`src/rtl/uart_frame_parser.sv`:
```
// UART command-frame parser: delineates HEADER/CMD/LEN/payload/CSUM frames from
// the receiver byte stream, holds the payload until the checksum verifies, then
// replays good frames on a valid/ready stream. Bad, oversized or stalled frames
// are dropped and flagged with one-cycle pulses.
module uart_frame_parser #(
    parameter int         DATA_WIDTH     = 8,
    parameter logic [7:0] HEADER         = 8'hA5,
    parameter int         MAX_LEN        = 16,
    parameter int         TIMEOUT_CYCLES = 27000
) (
    input  logic                  clk,
    input  logic                  rst,
    input  logic                  data_vld_i,
    input  logic [DATA_WIDTH-1:0] data_i,
    output logic                  out_valid_o,
    output logic [DATA_WIDTH-1:0] out_data_o,
    output logic                  out_last_o,
    input  logic                  out_ready_i,
    output logic [7:0]            cmd_o,
    output logic [7:0]            len_o,
    output logic                  frame_ok_o,
    output logic                  err_o,
    output logic                  drop_o
);

    localparam int         IW        = (MAX_LEN > 1) ? $clog2(MAX_LEN) : 1;
    localparam int         TW        = (TIMEOUT_CYCLES > 1) ? $clog2(TIMEOUT_CYCLES) : 1;
    localparam logic [7:0] MAX_LEN_B = 8'(MAX_LEN);

    typedef enum logic [2:0] {HUNT, CMD, LEN, PAYLOAD, CSUM, REPLAY} state_t;

    state_t          state_q, state_d;
    logic            vld_d;
    logic            byte_ev;
    logic [7:0]      cmd_r, len_r, csum_acc;
    logic [IW-1:0]   idx, rd_idx;
    logic [TW-1:0]   tmo_cnt;
    logic            in_frame, tmo_hit, hs, rd_last, wr_last;
    logic            ok_d, err_d, drop_d;
    logic [DATA_WIDTH-1:0] pl_buf [MAX_LEN];

    // A held strobe counts once: only the low-to-high transition is a byte.
    assign byte_ev  = data_vld_i && !vld_d;
    assign in_frame = (state_q == CMD) || (state_q == LEN) ||
                      (state_q == PAYLOAD) || (state_q == CSUM);
    // A byte arriving on the terminal-count cycle keeps the frame alive.
    assign tmo_hit  = in_frame && !byte_ev && (tmo_cnt == TW'(TIMEOUT_CYCLES - 1));
    assign hs       = out_valid_o && out_ready_i;
    assign rd_last  = (8'(rd_idx) == len_r - 8'd1);
    assign wr_last  = (8'(idx) == len_r - 8'd1);

    // Stream outputs come straight from state so reset drops them asynchronously.
    assign out_valid_o = (state_q == REPLAY);
    assign out_data_o  = out_valid_o ? pl_buf[rd_idx] : '0;
    assign out_last_o  = out_valid_o && rd_last;
    assign cmd_o       = cmd_r;
    assign len_o       = len_r;

    // Next-state and status-pulse decode.
    always_comb begin
        state_d = state_q;
        ok_d    = 1'b0;
        err_d   = 1'b0;
        drop_d  = 1'b0;
        case (state_q)
            HUNT:    if (byte_ev && data_i == HEADER) state_d = CMD;
            CMD:     if (byte_ev) state_d = LEN;
            LEN: if (byte_ev) begin
                if (data_i > MAX_LEN_B) begin
                    err_d   = 1'b1;
                    state_d = HUNT;
                end else if (data_i == 8'd0) begin
                    state_d = CSUM;
                end else begin
                    state_d = PAYLOAD;
                end
            end
            PAYLOAD: if (byte_ev && wr_last) state_d = CSUM;
            CSUM: if (byte_ev) begin
                if (data_i == csum_acc) begin
                    ok_d    = 1'b1;
                    state_d = (len_r != 8'd0) ? REPLAY : HUNT;
                end else begin
                    err_d   = 1'b1;
                    state_d = HUNT;
                end
            end
            REPLAY: begin
                drop_d = byte_ev;
                if (hs && rd_last) state_d = HUNT;
            end
            default: state_d = HUNT;
        endcase
        if (tmo_hit) begin
            err_d   = 1'b1;
            state_d = HUNT;
        end
    end

    // State, frame fields, checksum, indices, timeout counter and pulses.
    always_ff @(posedge clk or negedge rst) begin
        if (!rst) begin
            state_q    <= HUNT;
            vld_d      <= 1'b1;
            cmd_r      <= '0;
            len_r      <= '0;
            csum_acc   <= '0;
            idx        <= '0;
            rd_idx     <= '0;
            tmo_cnt    <= '0;
            frame_ok_o <= 1'b0;
            err_o      <= 1'b0;
            drop_o     <= 1'b0;
        end else begin
            state_q    <= state_d;
            vld_d      <= data_vld_i;
            frame_ok_o <= ok_d;
            err_o      <= err_d;
            drop_o     <= drop_d;
            if (in_frame && !byte_ev) tmo_cnt <= tmo_cnt + TW'(1);
            else                      tmo_cnt <= '0;
            if (byte_ev) begin
                case (state_q)
                    HUNT: csum_acc <= '0;
                    CMD: begin
                        cmd_r    <= data_i;
                        csum_acc <= csum_acc + data_i;
                    end
                    LEN: if (data_i <= MAX_LEN_B) begin
                        len_r    <= data_i;
                        csum_acc <= csum_acc + data_i;
                        idx      <= '0;
                    end
                    PAYLOAD: begin
                        csum_acc <= csum_acc + data_i;
                        idx      <= idx + IW'(1);
                    end
                    default: ;
                endcase
            end
            if (state_q == CSUM && state_d == REPLAY) rd_idx <= '0;
            else if (hs && !rd_last)                  rd_idx <= rd_idx + IW'(1);
        end
    end

    // Payload buffer; contents need no reset.
    always_ff @(posedge clk) begin
        if (byte_ev && state_q == PAYLOAD) pl_buf[idx] <= data_i;
    end

endmodule

```
`config.mk`:
```
export PLATFORM = sky130hd
export DESIGN_NAME = uart_frame_parser
export DESIGN_NICKNAME = d
export VERILOG_FILES = /design/src/rtl/uart_frame_parser.sv
export SDC_FILE = /design/constraint.sdc
export NUM_CORES = 1
export LEC_CHECK = 0
export CAP_MARGIN = 20
export CORE_MARGIN = 2
export CORE_UTILIZATION = 32
export CTS_CLUSTER_SIZE = 25
export DETAILED_ROUTE_END_ITERATION = 16
export DONT_BUFFER_PORTS = 1
export PLACE_DENSITY = 0.54
export SYNTH_ARGS = -nofsm -noshare
export SYNTH_HDL_FRONTEND = slang
export SYNTH_SLANG_ARGS = --single-unit
```
`constraint.sdc`:
```
create_clock -name clk -period 2.9 [get_ports clk]
set_clock_uncertainty 0.1 [all_clocks]
set_input_delay 0.29 -clock clk [delete_from_list [all_inputs] [get_ports clk]]
set_output_delay 0.29 -clock clk [all_outputs]
set_load 0.005 [all_outputs]
```
-- Word level (Yosys, flattened, before mapping)
Memory sizes are Yosys's and may differ from the RTL's.
Index checks and enable logic that the tools add are counted.
- register bits: 54
- bits in writable memories: 128
- input port bits: 12
- logic and storage cells: 91
- memories kept: 1
- add/subtract/negate cells: 5
- order comparisons: 2
- equal/unequal tests: 12
- muxes and demuxes: 32
- reductions and logical operators: 28
- memories (name ; depth ; bits a word ; rd ports ; clocked after memory_dff ; write ports ; RTL line ; source):
    pl_buf ; 16 ; 8 ; 1 ; 0 ; 1 ; 40 ; logic [DATA_WIDTH-1:0] pl_buf [MAX_LEN];
- operators by type and width (cell ; number):
    $mux W3 ; 11
    $pmux W8 S3 ; 1
    $pmux W3 S6 ; 1
    $eq A4 B8 Y1 ; 2
    $mux W8 ; 2
    $add A15 B1 Y15 const B ; 1
    $eq A15 B15 Y1 const B ; 1
    $mux W15 ; 1
    $mux W4 ; 3
    $logic_and A1 B1 Y1 ; 11
    $mux W1 ; 11
    $eq A3 B3 Y1 const B ; 3
    $reduce_and A3 Y1 ; 3
    $add A4 B1 Y4 const B ; 2
    $add A8 B8 Y8 ; 1
    $eq A8 B8 Y1 ; 1
    $eq A8 B8 Y1 const B ; 1
    $gt A8 B5 Y1 const B ; 1
    $le A8 B5 Y1 const B ; 1
    $logic_not A8 Y1 ; 1
    $pmux W4 S2 ; 1
    $reduce_bool A8 Y1 ; 1
    $sub A8 B1 Y8 const B ; 1
    $eq A3 B2 Y1 const B ; 2
    10 further kinds ; 15

-- Logic depth before layout (Yosys ltp)
Gate-level depths: netlist (run 1).
- depth in word-level cells: 10
- gate-level depth with buffers: 9
- mapped depth without buffers: 8

-- Least setup slack after synthesis (run 1)
Ideal clock, no wire load.
- path type: flip-flop to flip-flop
- start: register len_r[0], in the netlist len_o[0]
- end: register state_q[0]
- setup time: 144 ps
- data arrival time: 2336 ps
- data required time: 2656 ps
- path slack: 319 ps
- cell stages (with the launch flop): 10
- buffers on the path: 1
- clock period less this slack: 2581 ps
- path through: dfrtp_1 -> clkbuf_1 -> inv_1 -> ha_1 -> or2_2 -> o32a_1 -> and3_1 -> nor4_2 -> o2111a_1 -> o21ai_0
- longest elaborated chain between the ends: 6
- ends and longest elaborated chain (item ; RTL line ; source):
    from (decl) ; 35 ; logic [7:0] cmd_r, len_r, csum_acc;
    from (signal assigned) ; 130 ; len_r <= data_i;
    $sub A8 B1 Y8 or $reduce_bool A8 Y1 (tied branches) ; 49, 50, 82 ;
    $eq A4 B8 Y1, or another cell as far along ; 49 ; assign rd_last = (8'(rd_idx) == len_r - 8'd1);
    $logic_and A1 B1 Y1, or another cell as far along ; 90 ; if (hs && rd_last) state_d = HUNT;
    $mux W3, on equally long branches ; 90, 78, 79 ;
    $pmux W3 S6 (*) ; 65 ; case (state_q)
    $mux W3 (*) ; 94 ; if (tmo_hit) begin
    net state_d[0] ; 32 ; state_t state_q, state_d;
    to (signal assigned) ; 115 ; state_q <= state_d;
    to (decl) ; 32 ;
Mark *: on every way through the listed nets, which the timed path passes. The rest lies on a longest branch.
A chain may end at the register's enable or synchronous reset.

-- Final worst setup path (run 1)
- start: register rd_idx[0]
- end: output port out_data_o[4]
- longest elaborated chain between the ends: 2
- ends and longest elaborated chain (item ; RTL line ; source):
    from (decl) ; 36 ; logic [IW-1:0] idx, rd_idx;
    from (signal assigned) ; 142 ; else if (hs && !rd_last) rd_idx <= rd_idx + IW'(1);
    $mem_v2 Z16 W8 ; - ;
    $mux W8 ; 54 ; assign out_data_o = out_valid_o ? pl_buf[rd_idx] : '0;
    to (decl) ; 16 ; output logic [DATA_WIDTH-1:0] out_data_o,
No other way between the ends.

==> results of run 1 <==
## state kept, by name, summed over array words and instances (netlist names), 3 cells and up
name      flops
tmo_cnt      15
cmd_o         8
len_o         8
state_q       3
rd_idx        4
csum_acc      8
pl_buf      128
idx           4
## power groups by stage
stage               sequential (mW)  clock (mW)  combinational [mW]
CTS                            3.11        2.36               0.886
detailed placement             3.16           0               0.805
floorplan                      3.09           0               0.661
global route                   3.14        2.48               0.995
global placement               3.16           0               0.784
finish                         3.11        2.32               0.878
## tightest hold or removal path: cells and delay by family
kind	cells	cell delay, ns
AO/OA/AOI/OAI	1	0.14
AND/OR/NAND/NOR	2	0.11
## per-stage QoR
step                      setup WS, ns  cells  power [mW]  utilization
after floorplan                  0.319    519        3.75            -
after global placement           0.406    850        3.94        0.350
after detailed placement         0.330    850        3.97        0.350
after CTS                       0.0583    894        6.36        0.381
after global routing            0.0176    894        6.61        0.381
final                           0.0823    894        6.31        0.381
## worst max-delay path by stage
stage                     startpoint             to  depth (start not counted)
after global routing       rd_idx[0]  out_data_o[4]                          4
after CTS                  rd_idx[0]  out_data_o[4]                          4
after floorplan             len_o[0]     state_q[0]                          9
final                      rd_idx[0]  out_data_o[4]                          4
after global placement      len_o[1]     state_q[0]                          8
after detailed placement    len_o[1]     state_q[0]                          8
## Yosys cell counts (all sizes together) (2+ instances only)
| library cell | instances | share of area |
|---|---|---|
| or4 | 2 | 0.0024 |
| nand4b | 2 | 0.0022 |
| o21ai | 18 | 0.011 |
| a31oi | 3 | 0.0024 |
| mux2i | 2 | 0.0025 |
| mux4 | 40 | 0.11 |
| mux2 | 11 | 0.016 |
| a211o | 2 | 0.0022 |
| nand2b | 4 | 0.0031 |
| nor4 | 6 | 0.0055 |
| a21o | 3 | 0.0028 |
| nor3 | 9 | 0.0056 |
| or3 | 2 | 0.0016 |
| o31ai | 5 | 0.0053 |
| inv | 17 | 0.0080 |
| nor2 | 51 | 0.024 |
| clkbuf | 14 | 0.0066 |
| and2 | 11 | 0.0086 |
| nand2 | 28 | 0.013 |
| edfxtp | 128 | 0.48 |
| xor2 | 18 | 0.020 |
| buf | 4 | 0.0025 |
| dfrtp | 53 | 0.17 |
| o41ai | 2 | 0.0022 |
| and3 | 4 | 0.0031 |
| nand4 | 9 | 0.0071 |
| ha | 15 | 0.024 |
| xnor2 | 10 | 0.011 |
| or2 | 4 | 0.0031 |
| o211ai | 2 | 0.0019 |
| nand3 | 16 | 0.011 |
| o21bai | 2 | 0.0019 |
| a21oi | 7 | 0.0049 |
## cells by family after synthesis
logic type | count (synthesis) | share of synthesized area
mux | 53 | 0.131
buf+inv | 35 | 0.0171
compound gates | 52 | 0.0463
flops | 182 | 0.652
fa+ha+maj | 16 | 0.0260
simple gates | 152 | 0.0944
xor+xnor | 29 | 0.0336
## what timing repair did
action | 4_1_cts | 5_1_grt
endpoints found under the setup margin | 1 | 1
cloned | 0 | 0
gates resized for setup | 1 | 1
endpoints found under the hold margin | 199 | 0
hold buffers | 12 | 0
## per-layer routing
layer | vias up | part of all wire | track usage
met5 | - | 0 | 0
met4 | 0 | 0.0063 | 0.0338
met3 | 12 | 0.061 | 0.0375
met2 | 116 | 0.50 | 0.239
met1 | 2312 | 0.44 | 0.194
li1 | 2061 | - | -
## final cells by class
type / instances / area, um^2 / share of cell area
Clock buffer: 17 / 425 / 0.0458
Sequential cell: 182 / 5200 / 0.559
Tap cell: 324 / 405 / 0.0436
Clock inverter: 15 / 178 / 0.0191
Inverter: 17 / 63.8 / 0.00686
Multi-Input combinational cell: 302 / 2650 / 0.285
Timing Repair Buffer: 37 / 375 / 0.0404
==> run metrics, run 1 <==
status=finished clean; Crit path largest cell delay=0.56 ns; Net Count, Synth=547; commonest non-fill, non-tap cell in the layout=edfxtp_1; largest net degree at the start of global routing=55; combinational power share=0.139; kind of end point of the critical path=output port; Worst-Skew Late Latency=0.43 ns; vias in the first global route=between 4000 and 5000; Reg clk slew, reported paths=around 0.080 ns; Site Rows=57; initial DRC count=319; f_max=roughly 350 MHz; routed vias/inst=5.03; first drt pass iteration count=5; WHS Path Cells=3; post-route cell area=9300 um^2; WP data required=~2.5 ns; Die Span Y=between 150 and 200 um; Worst R2R Start=len_o[1]; CTS Sinks=182; synth warn=0; Port Buf Inserts=0; most numerous cell on the critical path=mux4_2; Worst Path Max Fanout=12; power density over the cells=slightly below 700 nW/um^2; crit path kind=flop to output port; r2r setup slk=roughly 0.35 ns; Detailed Route WL=18000 um; Max Cap Violations=0; hold crit path type=input port to flop; Leakage=3.25 nW; CP Cell Sequence=buf_12 > mux4_2 > mux4_2 > and2_1; Slew HR=0.475; CP startpoint kind=flop; Least-Margin Pin Slew=0.785 ns; gr usage total=0.145; period utilisation layout=0.972; most frequent cells in the layout=edfxtp_1 (128), nor2_1 (51), dfrtp_1 (51); post-route minimum period=2.82 ns; Buffers & Inverters on Critical Path=1; io pins=approximately 40; H-tree depth=4; synthesized flop and latch total=182; n_diodes=0; Mapped Cells=slightly above 500; Post-CTS Repair Setup Buffers=0; Clock Tree Root=clkbuf_16; # fillers=2295; Nets=between 500 and 600; switching share of power=0.292; Final Max Tran Viols=0; mapped cell area=7980 um^2; Net Switching=around 1.8 mW; TritonCTS clock tree=yes; ys async rst share=0.297; post-route ant nets=0; Area growth, synth to finish=16.6%; delay-heaviest family, CP=multiplexers; chip width=162 um; first-pass GRT wire length=28300 um; routability cong.=0.775; cell internal pwr=4.47 mW; die area=26200 um^2; Worst EP arrival=2.43 ns; post-place instance area=8550 um^2; Sequential Power Share=0.493; number of enable flip-flop cells after synthesis=128; Worst R2R End=state_q[0]; via count=4501; Core Area=about 24000 um^2; Peak VDD IR=0.000402 V; drt drc=0; R2R depth=8; worst hold start=data_i[6]; initial core utilization=0.327; total global routing overflow=0; sequential fraction of the synthesis area=0.652; CTS Buffer Depth=2; Crit-path slowest cell=dfrtp_2; Main synth FF type=edfxtp_1; Syn Area/Cell=15.4 um^2; layout cell share with drive strength beyond 1=0.216; setup TNS=0 ns; DP HPWL=11400 um; RSZ-0062 raised after global routing=no; final hold vios=0; Setup violations, final=0; initial antenna violation count=6; unique cell type count in the Yosys netlist=54; Clock power frac=0.368; hold worst-path end=len_o[4]; smallest hold slack=0.0510 ns; DR WL/cell=20.2 um; CTS Buf Count=17
Note: power is estimated with default switching activity, not from simulation.
==> run 2: changes to the inputs <==
Settings changed: DONT_BUFFER_PORTS 1 to not set, PLACE_DENSITY 0.54 to 0.56.
==> run 2 against run 1 <==
Against the previous run: register-to-register slack worse by 0.04 ns; die area stayed put; first-iteration DRC count is 20% higher; flip-flop and latch count stayed put.
==> run metrics, run 2 (synthesis gave the netlist of run 1 again) <==
gr usage total=0.162 (+0.0167); n_diodes=0 (unchanged); hold crit path type=input port to flop; die area=26200 um^2 (unchanged); WP data required=2.51 ns (about the same); Area growth, synth to finish=25.1%; Crit-path slowest cell=dfrtp_2; Net Switching=1.90 mW (+3.0%); post-place instance area=9140 um^2 (+6.9%); f_max=345 MHz (-2.7%); Die Span Y=162 um (unchanged); r2r setup slk=0.31 ns (-0.04 ns); total global routing overflow=0 (unchanged); commonest non-fill, non-tap cell in the layout=edfxtp_1; initial antenna violation count=0 (-6); Max Cap Violations=0 (unchanged); switching share of power=0.291 (-0.000614); TritonCTS clock tree=yes; post-route cell area=9980 um^2 (+7.3%); crit path kind=flop to output port; post-route minimum period=2.90 ns (+0.0778 ns); Leakage=3.62 nW (+11%); Worst-Skew Late Latency=0.44 ns (about the same); combinational power share=0.173 (+0.034); final hold vios=0 (unchanged); largest net degree at the start of global routing=37 (-33%); top flop regs=pl_buf: 128 flops, tmo_cnt: 15 flops; Port Buf Inserts=40 (+40); RSZ-0062 raised after global routing=yes; routed vias/inst=5.05 (+0.21%); Sequential Power Share=0.473 (-0.020); busiest grt layer=met2; period utilisation layout=0.998 (+0.0268); Clock Tree Root=clkbuf_16; vias in the first global route=5251 (+12%); initial core utilization=0.327 (unchanged); io pins=41 (unchanged); first-pass GRT wire length=31500 um (+11%); Final Max Tran Viols=0 (unchanged); Peak VDD IR=0.000349 V (-13%); Site Rows=57 (unchanged); Nets=662 (+13%); most frequent cells in the layout=edfxtp_1 (128), buf_4 (56), dfrtp_1 (52); CTS Buf Count=17 (unchanged); setup TNS=0 ns (unchanged); CP Cell Sequence=buf_12 > buf_6 > buf_6 > mux4_2 > mux4_2 > and2_4 > buf_6; Crit path largest cell delay=0.49 ns (-0.07 ns); met2 Use GR=0.281 (+0.0418); Worst Path Max Fanout=5 (-7); power density over the cells=653 nW/um^2 (-3.8%); layout cell share with drive strength beyond 1=0.284 (+0.0686); first drt pass iteration count=4 (-1); CTS Buffer Depth=2 (unchanged); drt drc=0 (unchanged); status=finished clean; most numerous cell on the critical path=buf_6; Slew HR=0.558 (+0.0836); Most flops, register=pl_buf; DR WL/cell=20.7 um (+2.9%); # fillers=2252 (-1.9%); post-route ant nets=0 (unchanged); Core Area=24400 um^2 (unchanged); max reg flops=128 (unchanged); H-tree depth=4 (unchanged); DP HPWL=13500 um (+18%); met3 usage=0.0378 (+0.000255); Setup violations, final=0 (unchanged); Post-Route Utilization=0.409 (+0.0280); cell internal pwr=4.62 mW (+3.3%); initial DRC count=383 (+20%); Detailed Route WL=20100 um (+12%); CP startpoint kind=flop; Reg clk slew, reported paths=0.08 ns (about the same); routability cong.=0.858 (+11%); Least-Margin Pin Slew=0.653 ns (-0.132 ns); kind of end point of the critical path=output port; chip width=162 um (unchanged); CTS Sinks=182 (unchanged); Worst EP arrival=2.51 ns (+0.08 ns); met1 Usage GRT=0.203 (+0.00967); Clock power frac=0.354 (-0.014); via count=4899 (+8.8%)
## run 2: final timing paths
kind | end | cells past startpoint | from
min in group asynchronous | cmd_o[7] | 2 | rst
max reg2reg | state_q[0] | 7 | len_o[2]
min | vld_d | 1 | data_vld_i
min reg2reg | tmo_cnt[0] | 1 | tmo_cnt[0]
max in group asynchronous | tmo_cnt[12] | 4 | rst
max | out_data_o[3] | 7 | rd_idx[0]
## run 2: layer usage
| metal | vias up | part of all wire |
|---|---|---|
| met5 | - | 0 |
| met4 | 0 | 0.012 |
| met3 | 22 | 0.048 |
| met2 | 113 | 0.52 |
| met1 | 2556 | 0.42 |
| li1 | 2208 | - |
## run 2: final cells by class
cell class,count,area [um^2],share of cell area
Multi-Input combinational cell,302,2660,0.267
Clock inverter,15,178,0.0178
Clock buffer,17,425,0.0426
Tap cell,324,405,0.0406
Timing Repair Buffer,114,1040,0.105
Inverter,17,63.8,0.00640
Sequential cell,182,5200,0.521
## run 2: repair_timing
| action | CTS | global route |
|---|---|---|
| pin swaps | 0 | 0 |
| endpoints found under the hold margin | 21 | 0 |
| hold buffers | 1 | 0 |
| resized for setup | 50 | 10 |
| cloned | 3 | 0 |
| setup buffers | 19 | 1 |
| setup endpoints to repair | 9 | 8 |
## run 2: power by group through the flow
| stage | Combinational [mW] | Clock [mW] | Sequential (mW) |
|---|---|---|---|
| floorplan | 0.661 | 0 | 3.09 |
| global placement | 1.10 | 0 | 3.13 |
| detailed placement | 1.11 | 0 | 3.13 |
| CTS | 1.14 | 2.34 | 3.07 |
| global route | 1.26 | 2.45 | 3.10 |
| finish | 1.13 | 2.31 | 3.08 |
## run 2: critical path: cells and delay by family, from the launching register on
kind / cells / cell delay (ns)
flip-flops: 1 / 0.49
buffers and inverters: 4 / 0.45
multiplexers: 2 / 0.97
AND/OR/NAND/NOR: 1 / 0.17
## run 2: stage by stage
stage / std cells / power [mW] / setup WS (ns) / hold WS (ns)
CTS: 973 / 6.55 / -0.0679 / 0.210
floorplan: 519 / 3.75 / 0.319 / -0.106
global placement: 918 / 4.23 / 0.0850 / 0.233
global route: 971 / 6.80 / -0.0562 / 0.216
finish: 971 / 6.51 / 0.00453 / 0.227
detailed placement: 918 / 4.24 / 0.118 / 0.233
==> run 3: changes to the inputs <==
Settings changed: SKIP_CTS_REPAIR_TIMING set to 1.
==> run 3 against run 2 <==
Against the previous run: the flow now finishes with violations (setup timing); routed wire length is 1.3% lower; total power is 0.15% lower; worst hold slack worse by 0.00053 ns; cell count is 0.10% lower.
==> run metrics, run 3 (synthesis gave the netlist of run 1 again) <==
Worst-Skew Late Latency=0.44 ns (about the same); area of the multi-input gates=2650 um^2 (-0.38%); hold worst-path end=vld_d; Clock Tree Root=clkbuf_16; # fillers=2247 (-0.22%); chip width=162 um (unchanged); CP startpoint kind=flop; top flop regs=pl_buf: 128 flops, tmo_cnt: 15 flops; Slew HR=0.568 (+0.00951); CTS Buffer Depth=2 (unchanged); Buffers & Inverters on Critical Path=4 (unchanged); gr usage total=0.158 (-0.00405); drt drc=0 (unchanged); commonest non-fill, non-tap cell in the layout=edfxtp_1; most frequent cells in the layout=edfxtp_1 (128), buf_4 (64), dfrtp_1 (52); Max Cap Violations=0 (unchanged); violated checks=setup timing; Least-Margin Pin Slew=0.639 ns (-0.0141 ns); Peak VDD IR=0.000348 V (-0.22%); CP Cell Sequence=clkbuf_16 > buf_6 > buf_4 > mux4_2 > mux4_2 > and2_4 > dlymetal6s2s_1; WP data required=2.51 ns (about the same); DP HPWL=13500 um (unchanged); CTS Sinks=182 (unchanged); WHS Path Cells=1 (unchanged); smallest hold slack=0.227 ns (-0.000534 ns); Worst EP arrival=2.64 ns (+0.13 ns); largest net degree at the start of global routing=37 (unchanged); Sequential Area=5200 um^2 (unchanged); f_max=330 MHz (-4.4%); Detailed Route WL=19900 um (-1.3%); post-place instance area=9140 um^2 (unchanged); post-route minimum period=3.03 ns (+0.134 ns); first drt pass iteration count=4 (unchanged); Setup violations, final=7 (+7); TritonCTS clock tree=yes; H-tree depth=4 (unchanged); period utilisation layout=1.04 (+0.0463); Crit path largest cell delay=0.52 ns (+0.03 ns); power density over the cells=651 nW/um^2 (-0.19%); n_diodes=0 (unchanged); initial DRC count=312 (-19%); max reg flops=128 (unchanged); io pins=41 (unchanged); crit path launch=rd_idx[0]; DR WL/cell=20.5 um (-1.2%); r2r setup slk=0.31 ns (about the same); worst hold start=data_vld_i; Worst Path Max Fanout=5 (unchanged); Leakage=3.74 nW (+3.4%); Levels on crit path=7 (unchanged); R2R depth=7 (unchanged); CTS Buf Count=17 (unchanged); final hold vios=0 (unchanged); total global routing overflow=0 (unchanged); Core Area=24400 um^2 (unchanged); setup TNS=-0.544 ns (-0.544 ns); via count=4879 (-0.41%); hold crit path type=input port to flop; Worst R2R Start=len_o[2]; most numerous cell on the critical path=mux4_2; vias in the first global route=5136 (-2.2%); RSZ-0062 raised after global routing=yes; kind of end point of the critical path=output port; delay-heaviest family, CP=multiplexers; Die Span Y=162 um (unchanged); initial antenna violation count=0 (unchanged); Most flops, register=pl_buf; post-route ant nets=0 (unchanged); status=finished, violations left; worst setup margin=-0.130 ns (-0.134 ns); Port Buf Inserts=40 (unchanged); post-route cell area=9980 um^2 (about the same); die area=26200 um^2 (unchanged); layout cell share with drive strength beyond 1=0.265 (-0.0197); initial core utilization=0.327 (unchanged); Reg clk slew, reported paths=0.08 ns (about the same); Site Rows=57 (unchanged); routability cong.=0.858 (unchanged); crit path kind=flop to output port; Final Max Tran Viols=0 (unchanged); Crit-path slowest cell=dfrtp_2; routed vias/inst=5.03 (-0.31%); Nets=661 (-0.15%); first-pass GRT wire length=30700 um (-2.5%); Worst R2R End=state_q[0]; Area growth, synth to finish=25.1% (about the same)
run 3: cell types whose count changed in the layout (fill, tap and decap cells not counted), sizes merged:
cell / previous run / this run
buf: 80 / 70
dlymetal6s2s: 0 / 8
clkbuf: 20 / 21
run 3: through the flow:
step | total power, mW | setup slack [ns] | instances | utilization
floorplan | 3.75 | 0.319 | 519 | -
global placement | 4.23 | 0.0850 | 918 | 0.375
detailed placement | 4.24 | 0.118 | 918 | 0.375
CTS | 6.54 | -0.251 | 950 | 0.399
global route | 6.80 | -0.200 | 970 | 0.409
finish | 6.50 | -0.130 | 970 | 0.409
run 3: per-layer routing:
metal / vias up / global-route usage / routed length (um)
met1: 2540 / 0.200 / 8390
met2: 114 / 0.270 / 10200
met5: - / 0 / 0
met3: 21 / 0.0363 / 981
li1: 2204 / - / -
met4: 0 / 0.0491 / 327
run 3: cell type report:
| cell class | instances | area share |
|---|---|---|
| sequential | 182 | 0.521 |
| multi-input combinational | 302 | 0.266 |
| timing repair buffer | 113 | 0.106 |
| clock buffer | 17 | 0.0426 |
| tap | 324 | 0.0406 |
| clock inverter | 15 | 0.0178 |
| inverter | 17 | 0.00639 |
run 3: worst reg2reg max path: stages, from the launching register on:
cell and delay, ns:
dfrtp_1 0.45, or4_4 0.59, o31ai_2 0.22, nand3_2 0.12, buf_4 0.17, nor4_2 0.48
o2111a_1 0.26, o21ai_0 0.07
run 3: report_power, final:
part	switching [mW]	internal [mW]	leakage (nW)	total, mW
logic	0.600	0.521	1.58	1.12
clock network	1.14	1.16	0.289	2.30
registers	0.150	2.93	1.88	3.08
run 3: how the worst max path moves through the flow:
stage / end
global route: out_data_o[2]
finish: out_data_o[7]
CTS: out_data_o[0]
global placement: csum_acc[6]
detailed placement: csum_acc[6]
floorplan: state_q[0]
==> RTL edit (settings of run 3) <==
Set the parameter `TIMEOUT_CYCLES` to 13500 (it was 27000).
--- a/src/rtl/uart_frame_parser.sv
+++ b/src/rtl/uart_frame_parser.sv
@@ -6,7 +6,7 @@
     parameter int         DATA_WIDTH     = 8,
     parameter logic [7:0] HEADER         = 8'hA5,
     parameter int         MAX_LEN        = 16,
-    parameter int         TIMEOUT_CYCLES = 27000
+    parameter int         TIMEOUT_CYCLES = 13500
 ) (
     input  logic                  clk,
     input  logic                  rst,
Behaviour: same outputs for any inputs over 10 cycles, from zero or initial values and one cycle with rst low; that may be too few to reach the edited logic, so the function may still have changed.
==> RTL edit against run 3 <==
- the flow still finishes with violations (setup timing)
- cell count fell by 1.9%
- register-to-register slack gained 0.08 ns
- critical path depth increased by 1
- sequential cell count is 1 lower
- global-route usage fell by 1.5 points
- via count fell by 3.4%
- setup slack gained 0.045 ns
- synthesized area rose by 0.39%
- design area fell by 1.1%
- fmax rose by 1.5%
- routed wire length decreased by 7.2%
- core utilization is 0.56 points lower
- highest routed layer unchanged
Power is not compared: it rests on default switching activity, and its combinational part moved more than twofold at a synthesized area within 25%.
==> RTL edit: results <==
export IMPL_status="finished, violations left"
export IMPL_yosysSeqAreaShare=0.646
export IMPL_largestRegisters="pl_buf: 128 flops, tmo_cnt: 14 flops"
export IMPL_synth_area_leaders="edfxtp_1 (48%), dfrtp_1 (16%), mux4_2 (11%)"
export IMPL_setup_violations=4
export IMPL_vias=4713
export IMPL_drtIter0Drc=358
export IMPL_critPathMaxStageDelay_ns=0.49
export IMPL_gp_congestion=0.848
export IMPL_antenna_found_initial=0
export IMPL_synth_nets=546
export IMPL_grt_max_degree=32
export IMPL_path_max_fanout=7
export IMPL_violations="setup timing"
export IMPL_grt_pass1_wl_mm=28.1
export IMPL_dpl_cell_area_sq_um=9120
export IMPL_fin_ws_ns=-0.0852
export IMPL_drive_gt1_frac=0.253
export IMPL_relSlewSlack=0.546
export IMPL_synth_common_cells="edfxtp_1 (128), dfrtp_1 (52), nor2_1 (48)"
export IMPL_place_inst=909
export IMPL_netlist_instances=518
export IMPL_hpwl_mm=12.3
export IMPL_grt_pass1_vias=4835
export IMPL_ys_types=58
export IMPL_dr_pass1_iters=4
export IMPL_root_buffer="clkbuf_16"
export IMPL_wl_per_cell_um=19.4
export IMPL_grt_use_total=0.142
export IMPL_slowest_stage="mux4_2"
export IMPL_crit_arrival_ns=2.60
export IMPL_setup_tns_ns=-0.113
export IMPL_nNetsFinal=643
export IMPL_place_ws_ns=-0.0346
export IMPL_synthArstFlopShare=0.293
export IMPL_routed_wl_mm=18.4
[RTL edit: cell types whose count changed after synthesis, sizes merged, moves of 3 or more]
cell | before | now
o31ai | 5 | 2
buf | 4 | 10
nor2 | 51 | 48
nand2 | 28 | 34
xor2 | 18 | 14
nand3 | 16 | 12
nor3b | 0 | 5
or2 | 4 | 0
nand4 | 9 | 5
clkbuf | 14 | 11
xnor2 | 10 | 13
nor2b | 1 | 4
nor3 | 9 | 13
inv | 17 | 10
[RTL edit: logic make-up (layout without fill, tap and decap cells)]
kind of cell,count (synthesis),count (layout),share of synthesized area
AOI/OAI and AO/OA,52,52,0.0455
xor gates and xnor gates,29,29,0.0352
adders and majority gates,16,16,0.0259
buffers and inverters,31,141,0.0167
DFF,181,181,0.646
muxes,52,52,0.129
and+or+nand+nor,157,157,0.102
[RTL edit: routing by layer]
| metal | wire, um | global-route usage | up-vias |
|---|---|---|---|
| li1 | - | - | 2175 |
| met3 | 641 | 0.0299 | 10 |
| met1 | 8410 | 0.192 | 2445 |
| met4 | 123 | 0.0298 | 0 |
| met5 | 0 | 0 | - |
| met2 | 9260 | 0.239 | 83 |
[RTL edit: layout make-up]
class | count | area, sq um
fill | 2223 | 14600
sequential | 181 | 5170
multi-input combinational | 306 | 2710
timing repair buffer | 99 | 965
clock buffer | 17 | 425
tap | 324 | 405
clock inverter | 15 | 153
inverter | 10 | 37.5
[RTL edit: path summary, 6_finish.rpt]
path | depth (start not counted) | end | slack [ns]
setup / recovery | 8 | out_data_o[3] | -0.09
hold / removal | 1 | vld_d | 0.22
setup reg to reg | 6 | state_q[0] | 0.39
hold reg to reg | 1 | tmo_cnt[0] | 0.37
max in group asynchronous | 3 | vld_d | 2.09
min in group asynchronous | 3 | tmo_cnt[1] | 0.31
